$ cat src/rtl/rl_ras_err_arb.sv
// ECC error event arbiter: per-source pending slots, fatal-first round-robin grant
// into a small FIFO feeding the RAS ECC counter/log. Optional macro: RL_RAS_ARB_TIMESTAMP_EN.
module rl_ras_err_arb #(
    parameter int NUM_SRC    = 5,
    parameter int SRC_W      = 3,
    parameter int ADDR_W     = 16,
    parameter int SYN_W      = 8,
    parameter int FIFO_DEPTH = 4
) (
    input  logic                      clk,
    input  logic                      rst_a,
    input  logic [NUM_SRC-1:0]        src_sb_err,
    input  logic [NUM_SRC-1:0]        src_db_err,
    input  logic [NUM_SRC-1:0]        src_addr_err,
    input  logic [NUM_SRC*SYN_W-1:0]  src_syndrome,
    input  logic [NUM_SRC*ADDR_W-1:0] src_addr,
    output logic                      evt_valid,
    input  logic                      evt_accept,
    output logic [SRC_W-1:0]          evt_src,
    output logic [1:0]                evt_type,
    output logic [SYN_W-1:0]          evt_syndrome,
    output logic [ADDR_W-1:0]         evt_addr,
`ifdef RL_RAS_ARB_TIMESTAMP_EN
    output logic [15:0]               evt_tstamp,
`endif
    output logic                      high_prio,
    output logic [7:0]                drop_cnt,
    input  logic                      drop_clr
);

    localparam logic [1:0] TYPE_SB   = 2'b01;
    localparam logic [1:0] TYPE_DB   = 2'b10;
    localparam logic [1:0] TYPE_ADDR = 2'b11;
    localparam int PTR_W    = $clog2(FIFO_DEPTH);
    localparam int CNT_W    = PTR_W + 1;
    localparam int DSUM_W   = $clog2(NUM_SRC + 1);

    typedef struct packed {
        logic [SRC_W-1:0]  src;
        logic [1:0]        etype;
        logic [SYN_W-1:0]  syn;
        logic [ADDR_W-1:0] addr;
`ifdef RL_RAS_ARB_TIMESTAMP_EN
        logic [15:0]       ts;
`endif
    } entry_t;

    entry_t               slot_q [NUM_SRC];
    logic [NUM_SRC-1:0]   slot_full_q;
    logic [SRC_W-1:0]     rr_q;
    entry_t               fifo_q [FIFO_DEPTH];
    logic [PTR_W-1:0]     wr_ptr_q;
    logic [PTR_W-1:0]     rd_ptr_q;
    logic [CNT_W-1:0]     count_q;
    logic                 high_prio_q;
    logic [7:0]           drop_cnt_q;
`ifdef RL_RAS_ARB_TIMESTAMP_EN
    logic [15:0]          tstamp_q;
`endif

    entry_t               new_entry [NUM_SRC];
    logic [NUM_SRC-1:0]   new_ev;
    logic [NUM_SRC-1:0]   new_fatal;
    logic [NUM_SRC-1:0]   slot_fatal;
    logic [NUM_SRC-1:0]   cand;
    logic [NUM_SRC-1:0]   grant_oh;
    logic [NUM_SRC-1:0]   cap;
    logic [NUM_SRC-1:0]   ovw;
    logic [NUM_SRC-1:0]   drop_vec;
    logic                 grant_found;
    logic [SRC_W-1:0]     grant_idx;
    entry_t               grant_entry;
    logic                 grant;
    logic                 pop;
    logic                 can_push;
    logic                 hp_next;
    logic [DSUM_W-1:0]    drop_sum;
    logic [8:0]           drop_total;
    entry_t               head;

    // Per-source decode of the incoming pulse; ADDR dominates DB dominates SB.
    always_comb begin
        for (int i = 0; i < NUM_SRC; i++) begin
            new_ev[i]          = src_sb_err[i] | src_db_err[i] | src_addr_err[i];
            new_fatal[i]       = src_db_err[i] | src_addr_err[i];
            new_entry[i]       = '0;
            new_entry[i].src   = SRC_W'(i);
            new_entry[i].etype = src_addr_err[i] ? TYPE_ADDR :
                                 (src_db_err[i] ? TYPE_DB : TYPE_SB);
            new_entry[i].syn   = src_syndrome[i*SYN_W +: SYN_W];
            new_entry[i].addr  = src_addr[i*ADDR_W +: ADDR_W];
`ifdef RL_RAS_ARB_TIMESTAMP_EN
            new_entry[i].ts    = tstamp_q;
`endif
            slot_fatal[i]      = slot_full_q[i] & slot_q[i].etype[1];
        end
    end

    // Round-robin search from rr_q over the fatal slots if any, else over all full slots.
    always_comb begin
        int idx;
        cand        = (|slot_fatal) ? slot_fatal : slot_full_q;
        grant_found = 1'b0;
        grant_idx   = '0;
        grant_entry = '0;
        idx         = 0;
        for (int k = 0; k < NUM_SRC; k++) begin
            idx = int'(rr_q) + k;
            if (idx >= NUM_SRC) idx = idx - NUM_SRC;
            if (!grant_found && cand[idx]) begin
                grant_found = 1'b1;
                grant_idx   = SRC_W'(idx);
                grant_entry = slot_q[idx];
            end
        end
    end

    // Stream handshake: a record transfers on any cycle where evt_valid and evt_accept
    // are both high; while evt_valid is high without evt_accept the head is held.
    assign pop      = evt_valid & evt_accept;
    assign can_push = (count_q < CNT_W'(FIFO_DEPTH)) | pop;
    assign grant    = grant_found & can_push;

    // A slot granted this cycle counts as free, so a same-cycle event lands without loss.
    always_comb begin
        hp_next  = 1'b0;
        drop_sum = '0;
        for (int i = 0; i < NUM_SRC; i++) begin
            grant_oh[i] = grant && (grant_idx == SRC_W'(i));
            cap[i]      = new_ev[i] & (~slot_full_q[i] | grant_oh[i]);
            ovw[i]      = new_ev[i] & slot_full_q[i] & ~grant_oh[i] &
                          new_fatal[i] & ~slot_q[i].etype[1];
            drop_vec[i] = new_ev[i] & slot_full_q[i] & ~grant_oh[i];
            hp_next     = hp_next | ((cap[i] | ovw[i]) & new_fatal[i]);
            drop_sum    = drop_sum + DSUM_W'(drop_vec[i]);
        end
        drop_total = {1'b0, drop_cnt_q} + 9'(drop_sum);
    end

    always_ff @(posedge clk or negedge rst_a) begin
        if (!rst_a) begin
            slot_full_q <= '0;
            for (int i = 0; i < NUM_SRC; i++) slot_q[i] <= '0;
        end else begin
            for (int i = 0; i < NUM_SRC; i++) begin
                if (cap[i] | ovw[i]) begin
                    slot_full_q[i] <= 1'b1;
                    slot_q[i]      <= new_entry[i];
                end else if (grant_oh[i]) begin
                    slot_full_q[i] <= 1'b0;
                end
            end
        end
    end

    always_ff @(posedge clk or negedge rst_a) begin
        if (!rst_a) begin
            rr_q <= '0;
        end else if (grant) begin
            rr_q <= (grant_idx == SRC_W'(NUM_SRC - 1)) ? '0 : grant_idx + 1'b1;
        end
    end

    always_ff @(posedge clk or negedge rst_a) begin
        if (!rst_a) begin
            wr_ptr_q <= '0;
            rd_ptr_q <= '0;
            count_q  <= '0;
            for (int i = 0; i < FIFO_DEPTH; i++) fifo_q[i] <= '0;
        end else begin
            if (grant) begin
                fifo_q[wr_ptr_q] <= grant_entry;
                wr_ptr_q         <= wr_ptr_q + 1'b1;
            end
            if (pop) rd_ptr_q <= rd_ptr_q + 1'b1;
            if (grant && !pop)      count_q <= count_q + 1'b1;
            else if (!grant && pop) count_q <= count_q - 1'b1;
        end
    end

    always_ff @(posedge clk or negedge rst_a) begin
        if (!rst_a) begin
            high_prio_q <= 1'b0;
            drop_cnt_q  <= '0;
        end else begin
            high_prio_q <= hp_next;
            if (drop_clr)             drop_cnt_q <= '0;
            else if (drop_total[8])   drop_cnt_q <= 8'hFF;
            else                      drop_cnt_q <= drop_total[7:0];
        end
    end

`ifdef RL_RAS_ARB_TIMESTAMP_EN
    always_ff @(posedge clk or negedge rst_a) begin
        if (!rst_a) tstamp_q <= '0;
        else        tstamp_q <= tstamp_q + 16'd1;
    end
`endif

    assign head         = fifo_q[rd_ptr_q];
    assign evt_valid    = (count_q != '0);
    assign evt_src      = head.src;
    assign evt_type     = head.etype;
    assign evt_syndrome = head.syn;
    assign evt_addr     = head.addr;
`ifdef RL_RAS_ARB_TIMESTAMP_EN
    assign evt_tstamp   = head.ts;
`endif
    assign high_prio    = high_prio_q;
    assign drop_cnt     = drop_cnt_q;

endmodule
$ cat config.mk
export PLATFORM = sky130hd
export DESIGN_NAME = rl_ras_err_arb
export DESIGN_NICKNAME = d
export VERILOG_FILES = /design/src/rtl/rl_ras_err_arb.sv
export SDC_FILE = /design/constraint.sdc
export NUM_CORES = 1
export LEC_CHECK = 0
export CAP_MARGIN = 0
export CORE_MARGIN = 4
export CORE_UTILIZATION = 40
export CTS_CLUSTER_SIZE = 14
export DETAILED_ROUTE_END_ITERATION = 12
export SLEW_MARGIN = 25
export SYNTH_ARGS = -nofsm -noshare
export SYNTH_HDL_FRONTEND = slang
export SYNTH_SLANG_ARGS = --single-unit
$ cat constraint.sdc
create_clock -name clk -period 11 [get_ports clk]
set_clock_uncertainty 0.1 [all_clocks]
set_input_delay 2.2 -clock clk [delete_from_list [all_inputs] [get_ports clk]]
set_output_delay 2.2 -clock clk [all_outputs]
set_load 0.02 [all_outputs]
# Word level (Yosys, flattened, before mapping)
# Index checks and enable logic that the tools add are counted.
[op_classes]
mux = 82
n_lt_le_gt_ge = 19
eq_ne = 4
bitwise = 89
n_addsub = 19
reduce_logical = 27
[op_table]
columns = ["op", "count"]
rows = [
  ["$mux W29", 18],
  ["$bmux W29 S3", 5],
  ["$ge A32 B4 Y1 const B", 5],
  ["$lt A32 B5 Y1 const B", 5],
  ["$mux W32", 5],
  ["$not A32 Y32", 5],
  ["$bwmux W116", 1],
  ["$bmux W29 S2", 1],
  ["$demux W29 S2", 1],
  ["$and A1 B1 Y1", 37],
  ["$or A1 B1 Y1", 30],
  ["$mux W1", 25],
  ["$mux W3", 8],
  ["$mux W2", 10],
  ["$sub A4 B3 Y5 const B", 4],
  ["$ge A4 B3 Y1 const B", 4],
  ["$mux W8", 2],
  ["$bmux W1 S3", 5],
  ["$not A1 Y1", 15],
  ["$logic_and A1 B1 Y1", 12],
  ["$reduce_bool A2 Y1", 6],
  ["$add A8 B3 Y9", 1],
  ["$ge A3 B3 Y1 const B", 3],
  ["$add A3 B2 Y4 const B", 2],
  ["other kinds (20)", 30],
]
[totals]
out_inout_bits = 39
ff_bits = 274

# Logic depth before layout (Yosys ltp)
# Gate-level depths: netlist of the first run.
[logic_depth]
word_depth = 31
depth_mapped = 33

# Least setup slack after synthesis of the first run
# No wires, ideal clock.
[synth_path]
path_kind = "reg2reg"
from = "register rr_q[0]"
to = "register drop_cnt_q[6] (netlist: drop_cnt[6])"
arrival_ps = 6527
period_less_slack_ps = 6713
setup_ps = 86
path_buffers = 5
path_stages_with_launch = 29
setup_slack_ps = 4287
cell_sequence = "dfrtp_1 -> buf_2 -> buf_2 -> inv_1 -> ha_1 -> clkbuf_1 -> or3_1 -> a22oi_1 -> o31a_1 -> buf_2 -> nor4b_4 -> nand3_1 -> nor2_1 -> clkbuf_1 -> nor3_1 -> nor2_1 -> inv_1 -> ha_1 -> a41o_1 -> o21bai_1 -> fa_1 -> fa_1 -> inv_1 -> ha_1 -> fa_1 -> a21o_1 -> nor2b_1 -> and4b_1 -> nor3_1"
[synth_via]
elab_chain_len = 29
elab_cells_between_ends = 80
cone_classes = "add/sub (14); order compare (5); eq/ne (4); mux (32); bitwise (11); reduce/logical (14)"
[synth_rtl]
columns = ["element", "line", "source"]
rows = [
  ["start: declaration", "50", "logic [SRC_W-1:0] rr_q;"],
  ["start signal: assignment", "160", "rr_q <= (grant_idx == SRC_W'(NUM_SRC - 1)) ? '0 : grant_idx + 1'b1;"],
  ["branches (longest 25 deep; another with $sub A4 B3 Y5)", "n/a", ""],
  ["$add A3 B1 Y3 (*)", "135", "drop_sum = drop_sum + DSUM_W'(drop_vec[i]);"],
  ["$add A8 B3 Y9 (*)", "137", "drop_total = {1'b0, drop_cnt_q} + 9'(drop_sum);"],
  ["$mux W8 (*)", "188", "else if (drop_total[8]) drop_cnt_q <= 8'hFF;"],
  ["$mux W8 (*)", "187", "if (drop_clr) drop_cnt_q <= '0;"],
  ["end signal: assignment", "189", "else drop_cnt_q <= drop_total[7:0];"],
  ["end: declaration", "56", "logic [7:0] drop_cnt_q;"],
]
# Mark *: on every way between the ends. The select of a mux whose other input is x is not followed.
# A chain may end at the register's enable or synchronous reset.

# Worst setup path in the final report of the first run
[layout_path]
from = "register rr_q[1]"
to = "register drop_cnt_q[0] (netlist: drop_cnt[0])"
# Same word-level chain as after synthesis.

==> flow_metrics.env, run 1 <==
export IMPL_drt_total_wl_um=60200
export IMPL_tightest_slew_ns=1.12
export IMPL_die_area_um2=48700
export IMPL_grt_max_degree=95
export IMPL_slew_violations=0
export IMPL_fin_tns_setup_ns=0
export IMPL_synth_area_um2=18100
export IMPL_placed_area_um2=20400
export IMPL_core_area_um2=44400
export IMPL_slew_headroom_pct=24.9
export IMPL_synth_top_area_share_pct=37.9
export IMPL_yosys_area_top_type="dfrtp_1"
export IMPL_drtIter0Drc=1871
export IMPL_synth_distinct_cells=84
export IMPL_drive_above_1_share_pct=21.7
export IMPL_synth_area_leaders="dfrtp_1, mux4_2, a22oi_1, mux2_2, mux2_1"
export IMPL_synth_top_flop_cell="dfrtp_1"
export IMPL_cp_slowest_cell="ha_1"
export IMPL_first_pass_iters=6
export IMPL_fmax_ghz=0.121
export IMPL_rows=77
export IMPL_die_h_um=221
export IMPL_ys_async_sr_fraction_pct=100
export IMPL_globalplace_congestion=0.941
export IMPL_clk_latency_ns=0.59
export IMPL_ys_seq_area_share_pct=37.9
export IMPL_setup_violations=0
export IMPL_rsz0062_at_grt="no"
export IMPL_cts_buffers_inserted=31
export IMPL_drtAntennaViolNets=0
export IMPL_cts_path_max_buffers=3
export IMPL_antenna_found_initial=0
export IMPL_clock_sinks=274
export IMPL_grt_usage_pct=24.4
export IMPL_clk_pin_slew_ns=0.06
export IMPL_htree_num_levels=1
export IMPL_endpoint_kind="flip-flop"
export IMPL_crit_arrival_ns=8.60
export IMPL_crit_required_ns=11.35
export IMPL_status="finished clean"
export IMPL_grt_pass1_wl_um=92000
export IMPL_hold_class="flip-flop to flip-flop"
export IMPL_whs_ns=0.372
export IMPL_cts_setup_buffers=0
export IMPL_fin_crit_sh_pct=75.0
export IMPL_via_per_inst=6.44
export IMPL_path_cells="inv_1, ha_1, nor2b_1, a21oi_1, and3_1, nor4b_1, nor3_2, or2_2, o221ai_1, nor3_1, nor2_1, inv_1, ha_1, a41oi_1, o21ai_0, fa_1, fa_1, inv_1, ha_1, fa_1, a21o_1, nor2b_1, nand4_1, a21oi_1"
export IMPL_layout_common_cells="dfrtp_1, clkdlybuf4s50_1, nand2_1, mux4_2, a22oi_1"
export IMPL_drv_cap=0
export IMPL_start_util_pct=40.7
export IMPL_area_growth_pct=18.7
export IMPL_antenna_cells=0
export IMPL_slowest_delay_ns=0.73
export IMPL_cts_tree="yes"
export IMPL_routed_via_count=14807
export IMPL_n_fill_cell=3986
export IMPL_clock_root_buffer="clkbuf_16"
export IMPL_synth_cells=1571
export IMPL_layout_commonest_cell="dfrtp_1"
export IMPL_hold_buffers=0
export IMPL_pin_count=178
export IMPL_crit_fanout=29
export IMPL_grt_ovfl_total=0
export IMPL_start_kind="flip-flop"
export IMPL_layout_nets=1854
export IMPL_post_cts_resized=0
export IMPL_synth_warnings=0
export IMPL_synth_edf_count=0
export IMPL_drc=0
export IMPL_fin_crit_ns=8.25
export IMPL_grt_pass1_vias=14798
export IMPL_fp_dieW_um=221
export IMPL_dp_hpwl_um=40700
export IMPL_drt_wirelength_per_cell_um=26.2
export IMPL_avgSynthCellArea_um2=11.5
export IMPL_synth_seq_cells=274
export IMPL_syn_num_nets=1741
export IMPL_post_route_util_pct=48.4
export IMPL_hold_viol_final=0
export IMPL_criticalPathCategory="flip-flop to flip-flop"
export IMPL_final_cell_area_um2=21500
export IMPL_portBuffers=177
per-layer routing:
metal  routed length [um]  up-vias  GRT usage [%]
li1                     -     6432              -
met1                26500     7529           36.6
met2                26700      740           36.4
met3                 5660      106           4.88
met4                 1410        0           6.55
met5                    0        -              0
worst paths after layout:
check	slack (ns)	end	cells past startpoint	startpoint
worst max-delay path	2.75	drop_cnt[0]	24	rr_q[1]
worst min-delay path	0.37	slot_q[28]	1	slot_q[28]
worst max register to register	2.75	drop_cnt[0]	24	rr_q[1]
worst min register to register	0.37	slot_q[28]	1	slot_q[28]
max in group asynchronous	7.30	fifo_q[69]	3	rst_a
min in group asynchronous	1.49	drop_cnt[6]	1	rst_a
worst max-delay path: cells and delay by family, from the launching register on:
family	cells	cell delay (ns)
AND/OR/NAND/NOR	9	3.04
adder cells (fa/ha/maj)	6	2.66
AO/OA/AOI/OAI	6	1.16
flip-flops	1	0.66
buffers and inverters	3	0.48
cells in the mapped netlist (all sizes together) (4+ instances only):
cell    instances
a22oi         111
xor2            4
mux2i          33
and3           11
nand3b          5
mux4          127
nand2         134
a41o            4
fa              4
clkbuf         89
a21oi          50
xnor2          10
a31o            6
a21o           11
nor2           43
a221oi         25
nor4            5
o31ai          72
nand2b         10
nor3           37
nor2b           8
o21ai          86
a31oi           9
a22o            6
nand3          15
a211oi         16
buf            44
o22ai          29
ha             27
o22a           11
mux2          160
inv            22
or3             7
dfrtp         274
and2            6
o31a            4
nor4b           4
a41oi           5
or2             6
cells by family (layout without fill, tap and decap cells):
| group | Yosys count | count (layout) | synth area share [%] |
|---|---|---|---|
| buffers and inverters | 155 | 292 | 3.75 |
| multiplexers | 320 | 320 | 28.4 |
| flip-flops | 274 | 274 | 37.9 |
| XOR/XNOR | 14 | 14 | 0.678 |
| adder cells (fa/ha/maj) | 31 | 31 | 2.31 |
| AND/OR/NAND/NOR | 304 | 304 | 8.14 |
| AO/OA/AOI/OAI | 473 | 473 | 18.8 |
sequential cells by signal, summed over array words and instances, names as in the netlist:
name / cells
rd_ptr_q: 2
drop_cnt: 8
wr_ptr_q: 2
slot_full_q: 5
fifo_q: 116
high_prio: 1
count_q: 3
slot_q: 134
rr_q: 3
metrics by stage:
stage,cells,setup WS (ns)
after floorplan,1571,4.29
after global placement,2241,2.95
after detailed placement,2242,2.91
after CTS,2299,2.85
after global routing,2300,2.29
final,2300,2.75
final cells by class:
type / count / area [um^2] / area share, %
clock buffer: 41 / 883 / 4.11
multi-input combinational: 1142 / 10700 / 49.7
tap: 592 / 741 / 3.45
timing repair buffer: 213 / 2060 / 9.61
inverter: 22 / 82.6 / 0.385
sequential: 274 / 6860 / 31.9
clock inverter: 16 / 163 / 0.757
Power of run 1 is left out: the tool's default activity adds up to more than one toggle a clock period on the data nets, which glitch-free logic cannot reach.
==> run 2: changes to the inputs <==
Clock period 11 ns to 8.35 ns, I/O delays scaled along.
==> flow_metrics.env, run 2 (synthesized netlist as in run 1, its figures left out) <==
export IMPL_clock_root_buffer="clkbuf_16"
export IMPL_rows=77
export IMPL_r2r_cells=25
export IMPL_fmax_ghz=0.133
export IMPL_grt_usage_pct=24.2
export IMPL_via_per_inst=6.46
export IMPL_hold_buffers=0
export IMPL_min_path_cells=2
export IMPL_top_register="slot_q"
export IMPL_largest_reg_flops=134
export IMPL_globalplace_congestion=0.938
export IMPL_core_area_um2=44400
export IMPL_drt_total_wl_um=59900
export IMPL_drtAntennaViolNets=0
export IMPL_die_h_um=221
export IMPL_tightest_slew_ns=1.15
export IMPL_cts_tree="yes"
export IMPL_pin_count=178
export IMPL_antenna_found_initial=0
export IMPL_hold_class="flip-flop to flip-flop"
export IMPL_dp_hpwl_um=40500
export IMPL_post_cts_resized=0
export IMPL_layout_commonest_cell="dfrtp_1"
export IMPL_start_kind="flip-flop"
export IMPL_slew_headroom_pct=23.2
export IMPL_clock_sinks=274
export IMPL_crit_required_ns=8.75
export IMPL_area_growth_pct=18.6
export IMPL_cts_setup_buffers=0
export IMPL_cts_buffers_inserted=30
export IMPL_antenna_cells=0
export IMPL_crit_fanout=32
export IMPL_fin_crit_sh_pct=89.7
export IMPL_fp_dieW_um=221
export IMPL_routed_via_count=14872
export IMPL_crit_arrival_ns=7.89
export IMPL_layout_common_cells="dfrtp_1, clkdlybuf4s50_1, nand2_1, mux4_2, a22oi_1"
export IMPL_fin_crit_ns=7.49
export IMPL_rsz0062_at_grt="no"
export IMPL_drtIter0Drc=2005
export IMPL_drc=0
export IMPL_hold_viol_final=0
export IMPL_first_pass_iters=6
export IMPL_grt_pass1_vias=14889
export IMPL_die_area_um2=48700
export IMPL_criticalPathCategory="flip-flop to flip-flop"
export IMPL_drt_wirelength_per_cell_um=26.0
export IMPL_slew_violations=0
export IMPL_grt_max_degree=157
export IMPL_drv_cap=0
export IMPL_grt_ovfl_total=0
export IMPL_r2r_slack_ns=0.86
export IMPL_grt_pass1_wl_um=91100
export IMPL_fin_tns_setup_ns=0
export IMPL_htree_num_levels=1
export IMPL_clk_pin_slew_ns=0.06
export IMPL_endpoint_kind="flip-flop"
export IMPL_start_util_pct=40.7
export IMPL_clk_latency_ns=0.59
export IMPL_drive_above_1_share_pct=21.7
export IMPL_layout_nets=1862
export IMPL_portBuffers=177
export IMPL_setup_violations=0
export IMPL_cts_path_max_buffers=3
export IMPL_status="finished clean"
## run 2: cell types whose count changed in the layout (fill, tap and decap cells not counted), moves of 2 or more
cell        change
clkbuf_1        +2
clkbuf_8        -3
clkinvlp_4      -2
buf_4           +7
clkbuf_4        +2
## run 2: worst max-delay path, cell delays in order (launching register included)
cell	delay [ns]
dfrtp_1	0.75
inv_1	0.30
ha_1	0.30
a211oi_2	0.49
a21oi_1	0.17
a31o_2	0.48
and4_1	0.35
nor4b_4	0.44
nand3_1	0.16
nor2_1	0.12
buf_4	0.24
nor3_1	0.11
nor2_1	0.26
inv_1	0.11
ha_1	0.29
a41oi_1	0.20
o21ai_0	0.15
fa_1	0.46
fa_1	0.49
inv_1	0.04
ha_1	0.21
fa_1	0.46
a21o_1	0.21
nor2b_1	0.15
and4b_1	0.19
nor3_1	0.16
## run 2: metal layers
layer | global-route usage (%) | vias to the layer above | routed length, um
met5 | 0 | - | 0
met4 | 6.99 | 0 | 1520
met3 | 6.73 | 126 | 6270
met2 | 35.2 | 817 | 26000
met1 | 35.5 | 7506 | 26100
li1 | - | 6423 | -
## run 2: through the flow
| step | util (%) | instance area (um^2) | setup WS, ns | instances | hold slack (ns) |
|---|---|---|---|---|---|
| after CTS | 48.3 | 21400 | 0.875 | 2301 | 0.378 |
| final | 48.3 | 21500 | 0.859 | 2303 | 0.373 |
| after detailed placement | 46.1 | 20500 | 0.912 | 2250 | 0.365 |
| after floorplan | - | 18100 | 1.64 | 1571 | 0.336 |
| after global routing | 48.3 | 21500 | 0.329 | 2303 | 0.389 |
| after global placement | 46.0 | 20400 | 1.00 | 2249 | 0.353 |
## run 2: path summary, 6_finish.rpt
| check | startpoint | end |
|---|---|---|
| setup reg to reg | rr_q[2] | drop_cnt[6] |
| hold / removal | fifo_q[97] | fifo_q[97] |
| hold reg to reg | fifo_q[97] | fifo_q[97] |
| min in group asynchronous | rst_a | drop_cnt[7] |
| setup / recovery | rr_q[2] | drop_cnt[6] |
| max in group asynchronous | rst_a | fifo_q[35] |
## run 2: layout make-up
class | instances | area [um^2]
inverter | 22 | 82.6
multi-input combinational | 1142 | 10700
timing repair buffer | 222 | 2150
sequential | 274 | 6860
fill | 3998 | 23000
tap | 592 | 741
clock inverter | 12 | 144
clock buffer | 39 | 825
Power of run 2 is left out for the same reason.
